## src/rtl/scan_chain_master.sv

```systemverilog
// scan_chain_master: host-side driver for the two-phase (phi/phib) scan chain on the CNN die
// Ports: clk, rst_n (async active-low); start/rd_mode/wr_vec request an operation (write = shift-in + load,
// read = capture + shift-out); rd_vec collects scan_out; busy/done report progress; phi, phib, scan_i0o1,
// load, scan_in drive the chip and scan_out returns from it. Parameters: CHAIN_LEN cells, PHASE_CYCLES per phase.
// Macro SCAN_CHAIN_MASTER_ECHO_EN: writes also capture the chain's previous contents into rd_vec.
module scan_chain_master #(
  parameter int CHAIN_LEN = 256,
  parameter int PHASE_CYCLES = 4
) (
  input  logic                 clk,
  input  logic                 rst_n,
  input  logic                 start,
  input  logic                 rd_mode,
  input  logic [CHAIN_LEN-1:0] wr_vec,
  output logic [CHAIN_LEN-1:0] rd_vec,
  output logic                 busy,
  output logic                 done,
  output logic                 phi,
  output logic                 phib,
  output logic                 scan_i0o1,
  output logic                 load,
  output logic                 scan_in,
  input  logic                 scan_out
);
  localparam int PW = PHASE_CYCLES > 1 ? $clog2(PHASE_CYCLES) : 1;
  localparam int BW = CHAIN_LEN > 1 ? $clog2(CHAIN_LEN) : 1;
  typedef enum logic [3:0] {
    IDLE, CAP_SETUP, CAP_PHI, CAP_GAP, CAP_PHIB, SETUP, PHI, GAP, PHIB, LOAD, LOAD_GAP, DONE
  } state_t;
  state_t state, state_n;
  logic [PW-1:0] pcnt, pcnt_n;
  logic [BW-1:0] bcnt, bcnt_n;
  logic mode_q, mode_n, last, bit_st, sample;
  logic [CHAIN_LEN-1:0] vec_q, vec_n;
  assign last = pcnt == PW'(PHASE_CYCLES - 1);
  // State encoding is ordered so every timed state simply steps to state+1 at the end of its phase.
  always_comb begin
    state_n = state;
    pcnt_n = last ? '0 : pcnt + 1'b1;
    bcnt_n = bcnt;
    mode_n = mode_q;
    vec_n = vec_q;
    case (state)
      IDLE: begin
        pcnt_n = '0;
        if (start) begin
          state_n = rd_mode ? CAP_SETUP : SETUP;
          bcnt_n = BW'(CHAIN_LEN - 1);
          mode_n = rd_mode;
          vec_n = wr_vec;
        end
      end
      PHIB: if (last) begin
        state_n = bcnt != '0 ? SETUP : mode_q ? DONE : LOAD;
        bcnt_n = bcnt != '0 ? bcnt - 1'b1 : bcnt;
      end
      DONE: begin
        state_n = IDLE;
        pcnt_n = '0;
      end
      default: if (last) state_n = state_t'(state + 4'd1);
    endcase
  end
  assign bit_st = state_n inside {SETUP, PHI, GAP, PHIB};
`ifdef SCAN_CHAIN_MASTER_ECHO_EN
  assign sample = state == SETUP && last;
`else
  assign sample = state == SETUP && last && mode_q;
`endif
  // Outputs are registered from the next state so each pin is aligned with its state.
  always_ff @(posedge clk or negedge rst_n) begin
    if (!rst_n) begin
      state <= IDLE;
      pcnt <= '0;
      bcnt <= '0;
      mode_q <= 1'b0;
      vec_q <= '0;
      rd_vec <= '0;
      busy <= 1'b0;
      done <= 1'b0;
      phi <= 1'b0;
      phib <= 1'b0;
      scan_i0o1 <= 1'b0;
      load <= 1'b0;
      scan_in <= 1'b0;
    end else begin
      state <= state_n;
      pcnt <= pcnt_n;
      bcnt <= bcnt_n;
      mode_q <= mode_n;
      vec_q <= vec_n;
      busy <= state_n != IDLE && state_n != DONE;
      done <= state_n == DONE;
      phi <= state_n inside {CAP_PHI, PHI};
      phib <= state_n inside {CAP_PHIB, PHIB};
      scan_i0o1 <= state_n inside {CAP_SETUP, CAP_PHI, CAP_GAP, CAP_PHIB};
      load <= state_n == LOAD;
      scan_in <= bit_st && !mode_n && vec_n[bcnt_n];
      if (sample) rd_vec[bcnt] <= scan_out;
    end
  end
endmodule

```

## config.mk

```make
export PLATFORM = sky130hd
export DESIGN_NAME = scan_chain_master
export DESIGN_NICKNAME = d
export VERILOG_FILES = /design/src/rtl/scan_chain_master.sv
export SDC_FILE = /design/constraint.sdc
export NUM_CORES = 1
export LEC_CHECK = 0
export ABC_AREA = 1
export CAP_MARGIN = 20
export CORE_ASPECT_RATIO = 0.6
export CORE_MARGIN = 2
export CORE_UTILIZATION = 50
export DETAILED_ROUTE_END_ITERATION = 8
export PLACE_DENSITY_LB_ADDON = 0.3
export SYNTH_ARGS = -nofsm -noshare
export SYNTH_HDL_FRONTEND = slang
export SYNTH_SLANG_ARGS = --single-unit
```

## constraint.sdc

```tcl
create_clock -name clk -period 2.75 [get_ports clk]
set_input_delay 0.55 -clock clk [delete_from_list [all_inputs] [get_ports clk]]
set_output_delay 0.55 -clock clk [all_outputs]
set_load 0.005 [all_outputs]
```

==> Yosys cells after proc, flatten, opt, wreduce, memory -nomap -nowiden <==
Index checks and enable logic that the tools add are counted.
{ "word_totals": {"input_bits": 261, "regBits": 534} }
{ "op_classes": {"muxes": 22, "eq_ne": 15, "n_reduce_logical": 15, "n_lt_le_gt_ge": 3, "addsub": 3} }
{ "op_table": {"columns": ["cell", "n"], "rows": [
  ["256-bit 2-to-1 mux", 2],
  ["256-bit bitwise mux", 1],
  ["8-bit 2-to-1 mux", 3],
  ["4-bit by 3-bit equality test with 1-bit output (second input constant)", 5],
  ["4-bit equality test (second input constant)", 5],
  ["8-bit by 9-bit < comparator with 1-bit output (second input constant)", 2],
  ["4-bit 2-to-1 mux", 4],
  ["8-bit case mux with 2 select lines", 1],
  ["4-bit case mux with 3 select lines", 1],
  ["4-bit nonzero test", 3],
  ["1-bit binary-select mux with 8-bit select", 1],
  ["1-bit demux with 8-bit select", 1],
  ["4-bit by 2-bit equality test with 1-bit output (second input constant)", 2],
  ["8-bit by 1-bit greater-or-equal comparator with 1-bit output (second input constant)", 1],
  ["8-bit nonzero test", 1],
  ["8-bit by 1-bit subtractor with 8-bit output (second input constant)", 1],
  ["1-bit logical AND", 6],
  ["2-bit 2-to-1 mux", 3],
  ["4-bit by 1-bit adder with 4-bit output (second input constant)", 1],
  ["4-bit by 1-bit equality test with 1-bit output (second input constant)", 1],
  ["4-bit zero test", 1],
  ["1-bit 2-to-1 mux", 4],
  ["4-bit inequality test (second input constant)", 1],
  ["2-bit nonzero test", 2],
  ["other kinds (5)", 5]
]} }

==> Logic depth before layout (Yosys ltp) <==
Gate-level depths: netlist (run 1).
{ "depth": {"depth_word": 8, "ltp_mapped": 22, "mapped_depth_nobuf": 20} }

==> Worst setup path after synthesis (run 1) <==
No wires, ideal clock.
{ "synth_path": {"path_type": "reg2reg", "startpoint": "register state[0]", "endpoint": "register scan_in", "setup_slack_ps": 298, "setup_ps": 117, "path_stages_with_launch": 22, "n_path_buf": 2, "arrival_time_ps": 2336, "path_cell_list": "dfrtp_1 > inv_1 > ha_1 > nand2_4 > inv_2 > nand2_2 > inv_2 > nand3_2 > nand2_1 > inv_1 > nor2_2 > buf_4 > buf_2 > o211ai_1 > nand3_1 > nand3_1 > nand3_1 > nand3_1 > nand3_1 > nand2_1 > nor2_1 > nor2_1"} }
{ "synth_between": {"elab_chain_len": 7, "elab_cells_between_ends": 21, "cone_classes": "add/sub: 1; eq/ne: 6; mux: 9; reduce/logical: 5"} }
{ "synth_rtl": {"columns": ["element", "line", "rtl"], "rows": [
  ["start, declared", "30", "state_t state, state_n;"],
  ["start signal, assigned", "87", "state <= state_n;"],
  ["parallel branches: the longest is 6 deep, another holds 8-bit case mux with 2 select lines", null, null],
  ["1-bit logical AND (*)", "98", "scan_in <= bit_st && !mode_n && vec_n[bcnt_n];"],
  ["end signal, assigned", "98", null],
  ["end, declared", "22", "output logic scan_in,"]
]} }
Every way passes the cells marked *. The select of a mux whose other input is x is not followed.
A chain may end at the register's enable or synchronous reset.

==> Worst setup path after layout (run 1) <==
{ "layout_path": {"startpoint": "register state[0]", "endpoint": "register scan_in"} }
{ "layout_between": {"elab_cells_between_ends": 21, "cone_classes": "add/sub: 1; eq/ne: 6; mux: 9; reduce/logical: 5"} }
{ "layout_rtl": {"columns": ["element", "line", "rtl"], "rows": [
  ["4-bit zero test", "43", "case (state)"],
  ["256-bit 2-to-1 mux", "43", null],
  ["net vec_n[211]", "34", "logic [CHAIN_LEN-1:0] vec_q, vec_n;"],
  ["1-bit binary-select mux with 8-bit select", "98", null],
  ["1-bit 2-to-1 mux (not written as such)", "98", null],
  ["1-bit logical AND", "98", null]
]} }
The timed path passes the listed nets, and every way through them passes these cells. The select of a mux whose other input is x is not followed.

==> flow_metrics.env, run 1 <==
export IMPL_drive_gt1_share_pct=20.01
export IMPL_ant_nets=0
export IMPL_netlist_cell_type_count=34
export IMPL_avgSynthCellArea_um2=9.469
export IMPL_core_area_mm2=0.04911
export IMPL_gp_congestion=0.9589
export IMPL_dp_cells=3759
export IMPL_reg2reg_slack_ns=-0.09
export IMPL_yosysSeqAreaShare_pct=54.07
export IMPL_grt_max_degree=161
export IMPL_fmax_ghz=0.3525
export IMPL_dieArea_mm2=0.05128
export IMPL_finalNonFillerCells=3893
export IMPL_htreeDepth=2
export IMPL_vias=22860
export IMPL_p_leak_nw=15.54
export IMPL_start_util_pct=50.33
export IMPL_syn_num_nets=2881
export IMPL_nFillCells=3605
export IMPL_die_x_um=291.0
export IMPL_dp_worst_setup_slack_ns=-0.1467
export IMPL_finalClockSkew_ns=0.02606
export IMPL_final_area_mm2=0.03446
export IMPL_required_ns=3.22
export IMPL_fp_dieH_um=176.2
export IMPL_powerDensity_mw_per_mm2=466.2
export IMPL_wirelength_um=92020
export IMPL_drtIter0Drc=2773
export IMPL_cts_tree="built"
export IMPL_drc=0
export IMPL_wl_per_cell_um=23.64
export IMPL_startpoint_type="flip-flop"
export IMPL_clockBufferDepth=3
export IMPL_cp_end_kind="flip-flop"
export IMPL_setup_viol=1
export IMPL_timing_rr_start="state[0]$_DFF_PN0_"
export IMPL_grt_pass1_wl_um=137300
export IMPL_hold_ws_ns=0.4637
export IMPL_final_util_pct=70.17
export IMPL_dp_hpwl_um=64010
export IMPL_cap_violations=0
export IMPL_rsz0062_at_grt="true"
export IMPL_dpl_cell_area_mm2=0.03172
export IMPL_finalNetCount=3463
export IMPL_drt_first_pass_iters=6
export IMPL_final_max_slew_viol_count=0
export IMPL_mostFrequentLayoutCell="nand3_1"
export IMPL_violations="setup timing"
export IMPL_area_growth_synth_to_final_pct=39.42
export IMPL_max_slew_margin_pct=50.43
export IMPL_syn_inst=2610
export IMPL_cts_sinks=534
export IMPL_r2r_end="scan_in$_DFF_PN0_"
export IMPL_min_from="pcnt[0]$_DFF_PN0_"
export IMPL_grt_pass1_vias=22340
export IMPL_tns_ns=-0.08672
export IMPL_grtUsageTotal_pct=34.92
export IMPL_io_pins=524
export IMPL_hold_class="flip-flop to flip-flop"
export IMPL_crit_type="flip-flop to flip-flop"
export IMPL_crit_fanout=15
export IMPL_netlist_area_mm2=0.02471
export IMPL_total_power_mw=16.06
export IMPL_critPathArrivalTime_ns=3.30
export IMPL_worstMarginPinSlew_ns=0.7435
export IMPL_cts_inserted_buffers=50
export IMPL_row_count=63
export IMPL_via_per_inst=5.873
export IMPL_yosys_warnings=0
export IMPL_status="finished with violations"
export IMPL_vdd_ir_drop_max_mv=0.4672
export IMPL_setup_slack_ns=-0.08672
export IMPL_fin_crit_ns=2.837
export IMPL_io_buffers=523
export IMPL_cts_root_buf="clkbuf_16"
export IMPL_crit_start="state[0]$_DFF_PN0_"
export IMPL_clk_latency_ns=0.59
export IMPL_mostFrequentLayoutCells="585 x nand3_1, 534 x dfrtp_1, 520 x clkdlybuf4s50_1, 499 x nand2_1, 237 x mux2_2"
export IMPL_ys_ff_latch=534
export IMPL_grt_overflow_total=0
export IMPL_cp_endpoint="scan_in$_DFF_PN0_"
export IMPL_hold_violations=0
export IMPL_fin_crit_sh_pct=103.2
export IMPL_clk_pin_slew_ns=0.07
export IMPL_antenna_found_initial=14
export IMPL_r2r_cells=19
cell type report:
type	count	area, um2	share of cell area [%]
inverter	136	514.2	1.492
multi-input combinational	1741	10520	30.53
tap	650	813.3	2.360
clock inverter	15	146.4	0.4248
timing repair buffer	729	7636	22.16
antenna	14	35.03	0.1017
sequential	534	13360	38.78
clock buffer	74	1431	4.154
registers in the layout, summed over array words and instances (netlist names), 2 cells and up:
name and cells:
state 4, vec_q 256, pcnt 2, bcnt 8, rd_vec 256
timing repair:
| item | 4_1_cts | 5_1_grt |
|---|---|---|
| hold endpoints to repair | 46 | 0 |
| resized for setup | 57 | 88 |
| setup buffers | 9 | 8 |
| setup endpoints to repair | 1 | 15 |
| pin swaps | 19 | 25 |
| cloned | 10 | 3 |
| hold buffers | 1 | 0 |
worst min-delay path by stage:
stage	end	slack [ns]	cells past startpoint
after floorplan	bcnt[0]$_DFF_PN0_	0.25	0
after global placement	pcnt[0]$_DFF_PN0_	0.43	1
after detailed placement	pcnt[0]$_DFF_PN0_	0.45	1
after CTS	rd_vec[156]$_DFFE_PN0P_	0.44	3
after global routing	rd_vec[157]$_DFFE_PN0P_	0.48	3
final	pcnt[0]$_DFF_PN0_	0.46	1
cells in the mapped netlist:
cell      number  area share (%)
nor4_2         1           0.051
o21a_1        14            0.43
nor2_2         6            0.15
dfrtp_1      534              54
nand2_2        4            0.10
buf_1         14            0.21
clkbuf_1     114             1.7
and3_1         1           0.025
inv_2          7            0.11
mux2_2       230              10
nand2_1      507             7.7
nor2_1        70             1.1
a22oi_1        1           0.030
buf_4          9            0.27
mux2_1        47             2.1
o21ai_0       90             1.8
inv_1        127             1.9
clkinv_1       2           0.030
o21ai_1       25            0.51
a21oi_1       24            0.49
buf_2         63             1.3
nor2_4         1           0.046
nor3_1         5            0.10
o211ai_1      31            0.94
nand2_4        1           0.046
and2_1         1           0.025
a31oi_1       13            0.33
o221ai_1       2           0.071
nand3_2        1           0.041
ha_1          10            0.51
nor4_1         1           0.025
nand3_1      652              13
nand4_1        1           0.025
o31ai_1        1           0.030
report_power, final:
part | leakage, nW | switching, mW | internal [mW]
combinational | 8.33 | 0.480 | 0.665
sequential | 6.43 | 0.0651 | 7.98
clock | 0.778 | 3.09 | 3.79
total | 15.5 | 3.63 | 12.4
worst max-delay path, stage by stage, from the launching register on:
cell      delay (ns)
dfrtp_1         0.39
inv_2           0.09
ha_4            0.13
nand2_4         0.06
nor2_4          0.20
nand2_8         0.13
buf_16          0.19
buf_16          0.17
buf_6           0.15
mux2_2          0.30
nand2_1         0.08
o211ai_1        0.16
nand3_1         0.13
nand3_1         0.09
nand3_2         0.09
nand3_2         0.09
nand3_1         0.08
nand3_1         0.07
nand2_1         0.08
nor2_1          0.04
layer usage:
| metal | track usage, % | vias up | share of wire [%] |
|---|---|---|---|
| li1 | - | 10030 | - |
| met1 | 50.64 | 11330 | 43 |
| met2 | 51.24 | 1285 | 43 |
| met5 | 0 | - | 0 |
| met3 | 8.535 | 217 | 10 |
| met4 | 12.22 | 0 | 3.8 |
logic make-up (layout without fill, tap and decap cells):
family                   after synthesis  in the layout  share of synthesized area [%]
AO/OA/AOI/OAI                        201            201                          4.642
adder cells (fa/ha/maj)               10             10                         0.5063
buffers and inverters                336            954                          5.559
flip-flops                           534            534                          54.07
multiplexers                         277            277                          12.62
other                                  0             14                              0
AND/OR/NAND/NOR                     1252           1253                          22.60
No activity file was read; power rests on OpenSTA's default activity.
==> inputs of run 2 (changes only) <==
--- a/config.mk
+++ b/config.mk
@@ -12,6 +12,7 @@
 export CORE_UTILIZATION = 50
 export DETAILED_ROUTE_END_ITERATION = 8
 export PLACE_DENSITY_LB_ADDON = 0.3
+export RECOVER_POWER = 100
 export SYNTH_ARGS = -nofsm -noshare
 export SYNTH_HDL_FRONTEND = slang
 export SYNTH_SLANG_ARGS = --single-unit
==> flow_metrics.env, run 2 (synthesized netlist as in run 1, its figures left out) <==
export IMPL_crit_fanout=15
export IMPL_start_util_pct=50.33
export IMPL_grt_overflow_total=0
export IMPL_worstMarginPinSlew_ns=1.870
export IMPL_path_cells="inv_2 > ha_4 > nand2_4 > nor2_4 > nand2_8 > buf_16 > buf_16 > buf_6 > mux2_2 > nand2_1 > o211ai_1 > nand3_1 > nand3_1 > nand3_2 > nand3_2 > nand3_1 > nand3_1 > nand2_1 > nor2_1"
export IMPL_drive_gt1_share_pct=19.91
export IMPL_grt_util_met2_pct=51.24
export IMPL_final_area_mm2=0.03435
export IMPL_io_buffers=523
export IMPL_fin_crit_sh_pct=102.3
export IMPL_grtUsageTotal_pct=34.92
export IMPL_violations="capacitance limit, slew limit, setup timing"
export IMPL_setup_viol=1
export IMPL_fp_dieH_um=176.2
export IMPL_required_ns=3.22
export IMPL_final_util_pct=69.96
export IMPL_finalNetCount=3463
export IMPL_gp_congestion=0.9589
export IMPL_clockBufferDepth=3
export IMPL_seq_power_share_pct=50.1
export IMPL_mostFrequentLayoutCell="nand3_1"
export IMPL_nFillCells=3619
export IMPL_powerDensity_mw_per_mm2=466.8
export IMPL_path_buf_inv=4
export IMPL_grt_most_used_layer="met2"
export IMPL_cp_top_family="simple AND/OR/NAND/NOR gates"
export IMPL_ant_nets=0
export IMPL_setup_slack_ns=-0.06308
export IMPL_cts_root_buf="clkbuf_16"
export IMPL_hold_violations=0
export IMPL_crit_type="flip-flop to flip-flop"
export IMPL_hold_class="flip-flop to flip-flop"
export IMPL_dpl_cell_area_mm2=0.03172
export IMPL_hold_ws_ns=0.4622
export IMPL_dp_hpwl_um=64010
export IMPL_row_count=63
export IMPL_area_growth_synth_to_final_pct=39.00
export IMPL_grt_max_degree=161
export IMPL_dp_cells=3759
export IMPL_register_area_mm2=0.01336
export IMPL_grt_pass1_vias=22340
export IMPL_clk_pin_slew_ns=0.07
export IMPL_drtIter0Drc=2780
export IMPL_grt_pass1_wl_um=137300
export IMPL_dp_worst_setup_slack_ns=-0.1467
export IMPL_fin_crit_ns=2.813
export IMPL_intPower_mw=12.41
export IMPL_mostFrequentLayoutCells="585 x nand3_1, 534 x dfrtp_1, 520 x clkdlybuf4s50_1, 499 x nand2_1, 237 x mux2_2"
export IMPL_cp_end_kind="flip-flop"
export IMPL_final_max_slew_viol_count=56
export IMPL_drt_first_pass_iters=7
export IMPL_cpPeakStageDelay_ns=0.39
export IMPL_io_pins=524
export IMPL_status="finished with violations"
export IMPL_cts_tree="built"
export IMPL_switching_share_pct=22.58
export IMPL_multi_input_area_mm2=0.01052
export IMPL_dieArea_mm2=0.05128
export IMPL_p_leak_nw=15.49
export IMPL_clk_latency_ns=0.59
export IMPL_critPathArrivalTime_ns=3.28
export IMPL_wirelength_um=92010
export IMPL_wl_per_cell_um=23.63
export IMPL_tns_ns=-0.06308
export IMPL_fmax_ghz=0.3555
export IMPL_die_x_um=291.0
export IMPL_drc=0
export IMPL_p_sw_mw=3.621
export IMPL_via_per_inst=5.869
export IMPL_cts_inserted_buffers=50
export IMPL_cp_common_cell="nand3_1"
export IMPL_max_slew_margin_pct=-24.69
export IMPL_total_power_mw=16.04
export IMPL_finalNonFillerCells=3893
export IMPL_cts_sinks=534
export IMPL_clock_power_share_pct=42.8
export IMPL_vias=22850
export IMPL_grt_use_met1_pct=50.64
export IMPL_slowest_stage="dfrtp_1"
export IMPL_htreeDepth=2
export IMPL_vdd_ir_drop_max_mv=0.4686
export IMPL_core_area_mm2=0.04911
export IMPL_rsz0062_at_grt="true"
export IMPL_top_regs="rd_vec: 256 flops, vec_q: 256 flops, bcnt: 8 flops"
export IMPL_finalClockSkew_ns=0.02380
export IMPL_grt_use_met3_pct=8.535
export IMPL_antenna_found_initial=14
export IMPL_startpoint_type="flip-flop"
export IMPL_pwr_share_comb_pct=7.0
export IMPL_cap_violations=1
## run 2: cell count changes in the layout (fill, tap and decap cells not counted)
cell / before / now
clkbuf_4: 0 / 5
buf_12: 35 / 30
clkbuf_2: 0 / 11
buf_8: 5 / 4
buf_6: 11 / 13
clkbuf_1: 15 / 18
buf_4: 141 / 125
buf_2: 0 / 1
## run 2: final timing paths
kind                               startpoint             endpoint  slack (ns)  cells after the start
max                        state[0]$_DFF_PN0_    scan_in$_DFF_PN0_       -0.06                     19
min                         pcnt[0]$_DFF_PN0_    pcnt[0]$_DFF_PN0_        0.46                      1
max reg2reg                state[0]$_DFF_PN0_    scan_in$_DFF_PN0_       -0.06                     19
min reg2reg                 pcnt[0]$_DFF_PN0_    pcnt[0]$_DFF_PN0_        0.46                      1
max in group asynchronous               rst_n    bcnt[0]$_DFF_PN0_        0.25                      4
min in group asynchronous               rst_n  vec_q[64]$_DFF_PN0_        0.99                      2
## run 2: repair_timing
action / CTS / global route
hold buffers: 1 / 0
hold endpoints to repair: 46 / 0
pin swaps: 19 / 25
endpoints found under the setup margin: 1 / 15
gates cloned: 10 / 3
gates resized for setup: 57 / 88
setup buffers: 9 / 8
## run 2: routing by layer
metal	vias up	part of all wire, %
met5	-	0
met4	0	3.8
met3	237	10
met2	1261	43
met1	11320	43
li1	10030	-
## run 2: power by group through the flow
stage / clock, mW / combinational, mW / sequential, mW
2_1_floorplan: 0 / 0.170 / 8.19
3_3_place_gp: 0 / 1.13 / 8.18
3_5_place_dp: 0 / 1.14 / 8.19
4_1_cts: 6.94 / 1.15 / 8.04
5_1_grt: 7.27 / 1.20 / 8.05
6_report: 6.87 / 1.13 / 8.04
## run 2: area by class of cell
cell class / count / share of cell area [%]
Timing Repair Buffer: 729 / 21.93
Multi-Input combinational cell: 1741 / 30.62
Inverter: 136 / 1.497
Tap cell: 650 / 2.367
Clock inverter: 15 / 0.4261
Sequential cell: 534 / 38.90
Antenna cell: 14 / 0.1020
Clock buffer: 74 / 4.167
==> inputs of run 3 (changes only) <==
--- a/config.mk
+++ b/config.mk
@@ -13,6 +13,8 @@
 export DETAILED_ROUTE_END_ITERATION = 8
 export PLACE_DENSITY_LB_ADDON = 0.3
 export RECOVER_POWER = 100
+export SETUP_SLACK_MARGIN = 0.05
+export SKIP_CTS_REPAIR_TIMING = 1
 export SYNTH_ARGS = -nofsm -noshare
 export SYNTH_HDL_FRONTEND = slang
 export SYNTH_SLANG_ARGS = --single-unit
==> flow_metrics.env, run 3 (synthesized netlist as in run 1, its figures left out) <==
export IMPL_status="finished with violations"
export IMPL_violations="capacitance limit, slew limit, setup timing"
export IMPL_timing_rr_start="state[1]$_DFF_PN0_"
export IMPL_row_count=63
export IMPL_fin_crit_ns=2.876
export IMPL_setup_slack_ns=-0.1259
export IMPL_final_area_mm2=0.03485
export IMPL_clk_pin_slew_ns=0.07
export IMPL_top_layer="met4"
export IMPL_ant_nets=0
export IMPL_pwr_share_comb_pct=7.0
export IMPL_gp_congestion=0.9589
export IMPL_htreeDepth=2
export IMPL_cts_sinks=534
export IMPL_wl_met1_um=40190
export IMPL_min_from="pcnt[0]$_DFF_PN0_"
export IMPL_intPower_mw=12.42
export IMPL_clockBufferDepth=3
export IMPL_dieArea_mm2=0.05128
export IMPL_r2r_end="scan_in$_DFF_PN0_"
export IMPL_fp_dieH_um=176.2
export IMPL_p_leak_nw=15.71
export IMPL_critPathArrivalTime_ns=3.35
export IMPL_dp_worst_setup_slack_ns=-0.1467
export IMPL_antenna_found_initial=14
export IMPL_mostFrequentLayoutCell="nand3_1"
export IMPL_dp_hpwl_um=64010
export IMPL_fin_crit_sh_pct=104.6
export IMPL_clock_power_share_pct=42.9
export IMPL_grtUsageTotal_pct=34.12
export IMPL_hold_violations=0
export IMPL_met2_length_um=40530
export IMPL_mostFrequentLayoutCells="566 x nand3_1, 534 x dfrtp_1, 520 x clkdlybuf4s50_1, 494 x nand2_1, 235 x mux2_2"
export IMPL_dpl_cell_area_mm2=0.03172
export IMPL_cap_violations=1
export IMPL_io_pins=524
export IMPL_cts_tree="built"
export IMPL_crit_type="flip-flop to flip-flop"
export IMPL_hold_class="flip-flop to flip-flop"
export IMPL_worstMarginPinSlew_ns=1.848
export IMPL_hold_depth=1
export IMPL_vdd_ir_drop_max_mv=0.4676
export IMPL_startpoint_type="flip-flop"
export IMPL_top_regs="rd_vec: 256 flops, vec_q: 256 flops, bcnt: 8 flops"
export IMPL_hold_end="pcnt[0]$_DFF_PN0_"
export IMPL_final_util_pct=70.96
export IMPL_grt_overflow_total=0
export IMPL_reg2reg_slack_ns=-0.13
export IMPL_cp_end_kind="flip-flop"
export IMPL_finalNetCount=3499
export IMPL_cts_inserted_buffers=50
export IMPL_cts_root_buf="clkbuf_16"
export IMPL_wl_met3_um=10190
export IMPL_via_per_inst=5.959
export IMPL_p_sw_mw=3.636
export IMPL_crit_start="state[1]$_DFF_PN0_"
export IMPL_seq_power_share_pct=50.1
export IMPL_clk_latency_ns=0.59
export IMPL_finalClockSkew_ns=0.02370
export IMPL_switching_share_pct=22.65
export IMPL_total_power_mw=16.05
export IMPL_crit_fanout=11
export IMPL_rsz0062_at_grt="true"
export IMPL_max_slew_margin_pct=-23.20
export IMPL_wl_per_cell_um=24.15
export IMPL_fmax_ghz=0.3477
export IMPL_drc=0
export IMPL_drive_gt1_share_pct=21.59
export IMPL_area_growth_synth_to_final_pct=41.00
export IMPL_powerDensity_mw_per_mm2=460.6
export IMPL_drtIter0Drc=2976
export IMPL_die_x_um=291.0
export IMPL_grt_pass1_vias=22010
export IMPL_grt_pass1_wl_um=134300
export IMPL_wirelength_um=94910
export IMPL_vias=23420
export IMPL_required_ns=3.22
export IMPL_core_area_mm2=0.04911
export IMPL_r2r_cells=18
export IMPL_start_util_pct=50.33
export IMPL_io_buffers=523
export IMPL_final_max_slew_viol_count=56
export IMPL_setup_viol=1
export IMPL_drt_first_pass_iters=6
export IMPL_grt_max_degree=161
==> run 3: power by group through the flow <==
stage                     Combinational [mW]  Sequential, mW  Clock (mW)
after floorplan                        0.170            8.19           0
after global placement                  1.13            8.18           0
after detailed placement                1.14            8.19           0
after CTS                               1.15            8.04        6.94
after global routing                    1.20            8.05        7.27
final                                   1.13            8.04        6.88
==> run 3: critical path, cell delays in order, from the launching register on <==
cell and delay [ns]:
dfrtp_1 0.39, inv_2 0.09, ha_4 0.14, nand2_4 0.06, nor2_4 0.19, nand2_8 0.11, buf_16 0.18, buf_4 0.19
mux2_1 0.40, nand2_1 0.15, nand3_2 0.12, nand3_2 0.10, nand3_2 0.09, nand3_1 0.09, nand3_1 0.10, nand3_2 0.10
nand3_2 0.10, nand2_1 0.10, nor2_1 0.05
==> run 3: routing by layer <==
layer	track usage (%)	up-vias
li1	-	10110
met1	49.48	11540
met2	50.21	1472
met3	8.258	293
met4	11.74	0
met5	0	-
==> run 3: how the worst max path moves through the flow <==
stage,endpoint,slack [ns],cells past startpoint
6_report,scan_in$_DFF_PN0_,-0.13,18
5_1_grt,scan_in$_DFF_PN0_,-0.21,22
4_1_cts,scan_in$_DFF_PN0_,-0.16,20
3_5_place_dp,scan_in$_DFF_PN0_,-0.15,20
3_3_place_gp,scan_in$_DFF_PN0_,-0.11,18
2_1_floorplan,scan_in$_DFF_PN0_,0.30,21
==> run 3: area by class of cell <==
| type | count | area [um2] |
|---|---|---|
| Tap cell | 650 | 813.3 |
| Multi-Input combinational cell | 1741 | 10680 |
| Antenna cell | 15 | 37.54 |
| Fill cell | 3526 | 14260 |
| Timing Repair Buffer | 765 | 7860 |
| Clock inverter | 15 | 146.4 |
| Sequential cell | 534 | 13360 |
| Clock buffer | 74 | 1431 |
| Inverter | 136 | 516.7 |
==> run 3: through the flow <==
step / hold WS [ns] / setup TNS (ns) / std cells
6_report: 0.4632 / -0.1259 / 3930
5_1_grt: 0.4790 / -0.2471 / 3929
4_1_cts: -0.06386 / -0.1610 / 3848
3_5_place_dp: 0.4501 / -0.1467 / 3759
3_3_place_gp: 0.4284 / -0.1093 / 3759
2_1_floorplan: 0.2544 / 0 / 2610
